==> src/rtl/bus_pkg.sv <==
// Shared definitions for bus endpoints: ID field width, broadcast ID and
// destination extraction from a packet.
package bus_pkg;
   localparam int ID_W = 8;
   localparam logic [ID_W-1:0] BROADCAST_ID = {ID_W{1'b1}};
   // Widest packet dest_of accepts; callers zero-extend into this width.
   localparam int PKT_MAX = 64;

   function automatic logic [ID_W-1:0] dest_of(input logic [PKT_MAX-1:0] pkt,
                                               input int pkt_w);
      return ID_W'(pkt >> (pkt_w - ID_W));
   endfunction
endpackage

==> src/rtl/sync_fifo.sv <==
// Single-clock first-word fall-through FIFO with occupancy count and a
// sticky overflow flag. A write into a full FIFO is accepted only with a read.
module sync_fifo #(
   parameter int width = 16,
   parameter int depth = 8
) (
   input  logic                   clk,
   input  logic                   reset,
   input  logic                   wr,
   input  logic [width-1:0]       wdata,
   input  logic                   rd,
   output logic [width-1:0]       rdata,
   output logic                   full,
   output logic                   empty,
   output logic [$clog2(depth):0] count,
   output logic                   ovf
);
   localparam int AW = $clog2(depth);
   localparam int CW = AW + 1;

   logic [width-1:0] mem [depth];
   logic [AW-1:0]    wptr, rptr;
   logic             wr_ok, rd_ok;

   assign full  = (count == CW'(depth));
   assign empty = (count == '0);
   assign rd_ok = rd && !empty;
   assign wr_ok = wr && (!full || rd);

   // Masked when empty so the head reads zero after reset and after draining.
   assign rdata = empty ? '0 : mem[rptr];

   // NOTE: sequential state uses non-blocking assignments so every register
   // samples pre-edge values regardless of statement order.
   always_ff @(posedge clk or negedge reset) begin
      if (!reset) begin
         wptr  <= '0;
         rptr  <= '0;
         count <= '0;
         ovf   <= 1'b0;
      end else begin
         if (wr_ok) wptr <= wptr + AW'(1);
         if (rd_ok) rptr <= rptr + AW'(1);
         count <= count + CW'(wr_ok) - CW'(rd_ok);
         if (wr && full && !rd) ovf <= 1'b1;
      end
   end

   // NOTE: storage has no reset; validity is tracked by count, and leaving
   // the array unreset lets it map onto plain RAM.
   always_ff @(posedge clk) begin
      if (wr_ok) mem[wptr] <= wdata;
   end
endmodule

==> src/rtl/bus_port_fifo.sv <==
// Per-device bus endpoint: TX queue toward the arbiter, ID-filtered RX queue
// from it, plus drop counting and protocol error flags.
module bus_port_fifo
   import bus_pkg::*;
#(
   parameter int             pckg_sz   = 16,
   parameter int             depth     = 8,
   parameter logic [ID_W-1:0] id       = '0,
   parameter logic [ID_W-1:0] broadcast = BROADCAST_ID
) (
   input  logic               clk,
   input  logic               reset,
   input  logic               wr_en,
   input  logic [pckg_sz-1:0] wr_data,
   output logic               tx_full,
   output logic               pndng,
   output logic [pckg_sz-1:0] D_pop,
   input  logic               pop,
   input  logic               push,
   input  logic [pckg_sz-1:0] D_push,
   output logic               rx_valid,
   output logic [pckg_sz-1:0] rx_data,
   input  logic               rx_rd,
   output logic               tx_ovf,
   output logic               rx_ovf,
   output logic               pop_err,
   output logic [7:0]         rx_drop_cnt
);
   logic                   tx_empty, rx_empty, rx_full;
   logic [$clog2(depth):0] tx_count, rx_count;
   logic [ID_W-1:0]        dest;
   logic                   eligible;
   logic                   unused_status;

   sync_fifo #(.width(pckg_sz), .depth(depth)) u_tx (
      .clk   (clk),
      .reset (reset),
      .wr    (wr_en),
      .wdata (wr_data),
      .rd    (pop),
      .rdata (D_pop),
      .full  (tx_full),
      .empty (tx_empty),
      .count (tx_count),
      .ovf   (tx_ovf)
   );

   assign pndng = !tx_empty;

   assign dest     = dest_of(PKT_MAX'(D_push), pckg_sz);
   assign eligible = (dest == id) || (dest == broadcast);

   sync_fifo #(.width(pckg_sz), .depth(depth)) u_rx (
      .clk   (clk),
      .reset (reset),
      .wr    (push && eligible),
      .wdata (D_push),
      .rd    (rx_rd),
      .rdata (rx_data),
      .full  (rx_full),
      .empty (rx_empty),
      .count (rx_count),
      .ovf   (rx_ovf)
   );

   assign rx_valid = !rx_empty;

   // Occupancy detail is not exported at this level.
   assign unused_status = ^{tx_count, rx_count, rx_full};

   always_ff @(posedge clk or negedge reset) begin
      if (!reset) begin
         pop_err     <= 1'b0;
         rx_drop_cnt <= '0;
      end else begin
         if (pop && tx_empty) pop_err <= 1'b1;
         if (push && !eligible && rx_drop_cnt != 8'hFF)
            rx_drop_cnt <= rx_drop_cnt + 8'd1;
      end
   end
endmodule

==> config.mk <==
export PLATFORM = sky130hd
export DESIGN_NAME = bus_port_fifo
export DESIGN_NICKNAME = d
export VERILOG_FILES = /design/src/rtl/bus_pkg.sv /design/src/rtl/sync_fifo.sv /design/src/rtl/bus_port_fifo.sv
export SDC_FILE = /design/constraint.sdc
export NUM_CORES = 1
export LEC_CHECK = 0
export ABC_AREA = 1
export CORE_MARGIN = 2
export CORE_UTILIZATION = 54
export DETAILED_ROUTE_END_ITERATION = 6
export PLACE_DENSITY = 0.79
export SYNTH_ARGS = -nofsm -noshare
export SYNTH_HDL_FRONTEND = slang
export SYNTH_SLANG_ARGS = --single-unit
==> constraint.sdc <==
create_clock -name clk -period 3 [get_ports clk]
set_input_delay 0.3 -clock clk [delete_from_list [all_inputs] [get_ports clk]]
set_output_delay 0.3 -clock clk [all_outputs]
set_load 0.1 [all_outputs]
==> results of run 1 <==
==> per-stage QoR <==
stage / utilization [%] / worst slack [ps] / hold slack, ps / area, um^2 / std cells
finish: 65.8 / 237 / 175 / 14300 / 1377
global route: 65.8 / 100 / 205 / 14300 / 1377
detailed placement: 61.5 / 519 / 464 / 13300 / 1325
floorplan: - / 58.1 / 4.41 / 11900 / 974
CTS: 65.8 / 235 / 183 / 14300 / 1377
global placement: 61.5 / 566 / 462 / 13300 / 1325
==> cell type report <==
cell class	count	area, um^2
inverters	32	120
repair buffers	120	1410
fillers	1466	7430
clock buffers	33	741
multi-input cells	606	2990
well taps	280	350
flip-flops and latches	287	8470
clock inverters	19	193
==> cell usage after synthesis <==
library cell,n
a21oi_1,4
a31o_2,1
buf_2,16
buf_4,7
buf_6,10
clkbuf_1,10
clkbuf_2,6
dfrtp_1,31
edfxtp_1,256
fa_1,2
ha_1,17
inv_1,27
inv_2,5
nand2_1,91
nand2_2,1
nand3_1,16
nand4_1,3
nand4_2,2
nor2_1,253
nor2_2,1
nor3b_1,1
o211ai_1,32
o21ai_0,88
o21ai_1,43
o21ai_4,1
o21bai_1,2
o22ai_1,32
or2_2,1
xnor2_1,5
xor2_1,10
==> kinds of logic (layout without fill, tap and decap cells) <==
group / count (synthesis) / count (layout) / synth area share [%]
compound gates: 203 / 203 / 9.73
xor+xnor: 15 / 15 / 1.11
fa+ha+maj: 19 / 19 / 2.13
buf+inv: 81 / 204 / 3.64
flops: 287 / 287 / 71.3
simple gates: 369 / 369 / 12.1
==> worst paths after layout <==
| check | start | endpoint | cells past startpoint |
|---|---|---|---|
| min in group clk | pop | pop_err | 3 |
| setup reg to reg | u_tx.count[2] | u_tx.count[1] | 7 |
| hold / removal | reset | u_rx.ovf | 2 |
| hold reg to reg | u_rx.rptr[2] | u_rx.rptr[2] | 1 |
| setup / recovery | u_rx.rptr[1] | rx_data[11] | 6 |
| max in group asynchronous | reset | u_tx.rptr[0] | 2 |
==> flip-flops by register name, summed over array words and instances (netlist names) <==
signal	count
u_rx.mem	128
u_tx.mem	128
rx_drop_cnt	8
u_rx.count	4
u_tx.count	4
u_rx.rptr	3
u_rx.wptr	3
u_tx.rptr	3
u_tx.wptr	3
pop_err	1
u_rx.ovf	1
u_tx.ovf	1
==> routing by layer <==
metal,wire [um],vias up
met2,12300,292
li1,-,3657
met4,525,0
met5,0,-
met1,10300,3763
met3,1710,48
==> run metrics, run 1 <==
gr busiest metal met2; Buf/Inv on CP 2; post-synth top area cell edfxtp_1; sequential area share after synthesis a little under three quarters; CTS Sinks 287; worst path arrival time 2460 ps; share of cells above drive strength 1 12.7%; post-CTS setup buffer count 0; most common cell after layout, fill and taps aside edfxtp_1; CTS tree yes; Critical Path Sink Type output port; Synth Instances 974; crit path kind register to output port; Critical Path Fanout Max 19; Yosys Warn Count 0; largest net degree at the start of global routing 37; hpwl dp approximately 15000 um; Final Net Count 1132; Distinct cells, synth 30; clock latency at the later pin of the worst-skew pair 530 ps; CORE AREA 0.0217 mm^2; Vias/cell 5.64; reg-to-reg setup timing slack 860 ps; Sum Neg Setup Slack 0 ps; GP Congestion 0.784; Antenna Cells 0; Synth top area share between 60% and 70%; DRC 0; Final Slew Violations 0; I/O Buffers 83; DIE AREA 0.0232 mm^2; Num CTS Buffers 28; DR iter-0 viols between 600 and 700; Die X-Extent 152 um; crit-path cells buf_4 -> o21ai_0 -> o22ai_1 -> nor2_1 -> nor2_1 -> buf_12; top post-synthesis cells by area edfxtp_1, nor2_1, dfrtp_1, o21ai_0, nand2_1; routed len/inst 18.0 um; first-pass GRT wire length 39600 um; status finished clean; GRT Overall Usage 21.3%; Slew Limit Headroom 58.5%; Global Route met1 Usage 28.7%; Tmin final 2760 ps; Worst Setup Start Kind register; Clock transition at path regs 60 ps; Post-CTS Hold Buffers 0; CTS H-Tree Depth 1; WP data required 2700 ps; drt pass-1 iters 5; Max Cap Violations 0; CTS Root Cell clkbuf_16; met3 Use GR 3.27%; CP peak stage delay 740 ps; total grt overflow 0; final wirelength 24800 um; most frequent cells in the layout edfxtp_1, nor2_1, nand2_1; Crit-path slowest cell dfrtp_1; met2 GRT Util 36.4%; cell area after synthesis 0.0119 mm^2; Syn Area/Cell ~12 um^2; largest delay contributor family on the critical path flip-flops; die height roughly 150 um; antenna violations before repair 1; Post-CTS Resized 0; CTS Buffer Depth 3; CP most frequent cell nor2_1; Yosys reg bits 287; vias between 7000 and 8000; number of global-route vias before repair 7684; RSZ-0062 raised after global routing false; clock skew between 10 and 15 ps; Fmax 0.362 GHz; fin crit share 92.1%; io pins 84; DRT antenna net count 0; Starting Density 54.8%; final setup vio count 0; class of the most critical hold timing path input port to asynchronous set/reset pin; Layout area overhead 20.1%; Final Hold Fails 0; Least-Margin Pin Slew roughly 620 ps; syn nets approximately 1000; Rows 54
Power of run 1 is left out: the tool's default activity adds up to more than one toggle a clock period on the data nets, which glitch-free logic cannot reach.
==> run 2, diff against run 1 <==
Settings changed: PLACE_DENSITY 0.79 to not set, PLACE_DENSITY_LB_ADDON set to 0.08.
==> run metrics, run 2 (same netlist as run 1, synthesis figures left out) <==
most frequent cells in the layout edfxtp_1, nor2_1, nand2_1; Final Slew Violations 0; Num CTS Buffers 29; CTS Sinks 287; Least-Margin Pin Slew 1100 ps; vias 7562; io pins 84; GRT Overall Usage approximately a fifth; Critical Path Sink Type output port; number of global-route vias before repair 7292; crit path kind register to output port; I/O Buffers 83; final wirelength ~25000 um; first-pass GRT wire length 38900 um; antenna violations before repair 0; GP Congestion 0.749; fin crit share 93.9%; Layout area overhead 20.2%; CTS H-Tree Depth 1; CORE AREA 0.0217 mm^2; Tmin final around 2800 ps; CP peak stage delay 620 ps; largest delay contributor family on the critical path buffers and inverters; Critical Path Fanout Max 30; DIE AREA 0.0232 mm^2; filler instances 1588; Slew Limit Headroom 26.6%; worst path arrival time 2520 ps; Buf/Inv on CP 3; Post-CTS Hold Buffers 0; CP most frequent cell nor2_1; status finished clean; DRT antenna net count 0; DR iter-0 viols 529; Final Net Count about 1100; Vias/cell between 5 and 6; Final Hold Fails 0; RSZ-0062 raised after global routing false; Starting Density 54.8%; CTS Buffer Depth 3; RR Startpoint u_tx.count[2]; die height 152 um; routed len/inst 17.9 um; CTS tree yes; Max Cap Violations 0; finished layout cell area about 0.014 mm^2; Sum Neg Setup Slack 0 ps; final setup vio count 0; Crit-path slowest cell dfrtp_4; Clock transition at path regs approximately 60 ps; WP data required 2700 ps; Die X-Extent 152 um; Largest regs u_rx.mem (128), u_tx.mem (128), rx_drop_cnt (8); hpwl dp 14400 um; share of cells above drive strength 1 12.9%; clock latency at the later pin of the worst-skew pair 540 ps; CTS Root Cell clkbuf_16; drt pass-1 iters 5; most common cell after layout, fill and taps aside edfxtp_1; Fmax about 0.36 GHz; largest net degree at the start of global routing between 40 and 50; crit-path cells inv_4 -> buf_12 -> nor2_1 -> o22ai_1 -> nor2_1 -> nor2_1 -> buf_12; total grt overflow 0; class of the most critical hold timing path input port to asynchronous set/reset pin; clock skew 9.58 ps; Worst Setup Start Kind register; Antenna Cells 0; CP startpoint u_rx.rptr[0]; DRC 0; Post-DP Area ~0.013 mm^2; Rows 54; hold_ws approximately 160 ps
-- run 2: cell count changes in the layout (fill, tap and decap cells not counted) --
cell	before	now
clkinv_4	1	0
clkinv_1	7	2
buf_12	33	34
inv_4	0	1
clkbuf_8	0	3
bufinv_16	4	1
clkinv_2	6	7
dfrtp_2	2	0
clkbuf_1	4	6
inv_6	0	1
clkbuf_16	29	31
clkinvlp_4	1	0
inv_2	5	4
dfrtp_4	0	2
-- run 2: timing repair --
action / CTS / global route
buffers inserted: 0 / 0
setup endpoints to repair: 0 / 11
resized for setup: 0 / 4
-- run 2: worst paths after layout --
check,end,slack (ps),cells after the start
max,rx_data[9],180,7
min,pop_err,160,2
max reg2reg,u_tx.count[1],950,7
min reg2reg,u_rx.ovf,480,1
max in group asynchronous,u_rx.rptr[0],2500,2
min in group clk,pop_err,400,3
-- run 2: layout make-up --
| type | count | area, um^2 | area share [%] |
|---|---|---|---|
| inverters | 32 | 123 | 0.859 |
| well taps | 280 | 350 | 2.45 |
| flip-flops and latches | 287 | 8470 | 59.3 |
| clock inverters | 11 | 81.3 | 0.570 |
| clock buffers | 40 | 840 | 5.88 |
| repair buffers | 121 | 1430 | 9.99 |
| multi-input cells | 606 | 2990 | 20.9 |
-- run 2: stage by stage --
stage	setup slack (ps)	instances	utilization, %
after floorplan	58.1	974	-
after global placement	505	1326	61.5
after detailed placement	473	1326	61.5
after CTS	71.7	1377	65.8
after global routing	29.6	1377	65.8
final	183	1377	65.8
-- run 2: layer usage --
metal / track usage [%] / vias to the layer above / wire length [um]
li1: - / 3655 / -
met1: 31.9 / 3665 / 11600
met2: 32.7 / 219 / 11400
met3: 3.10 / 23 / 1380
met4: 4.41 / 0 / 249
met5: 0 / - / 0
Power of run 2 is left out for the same reason.
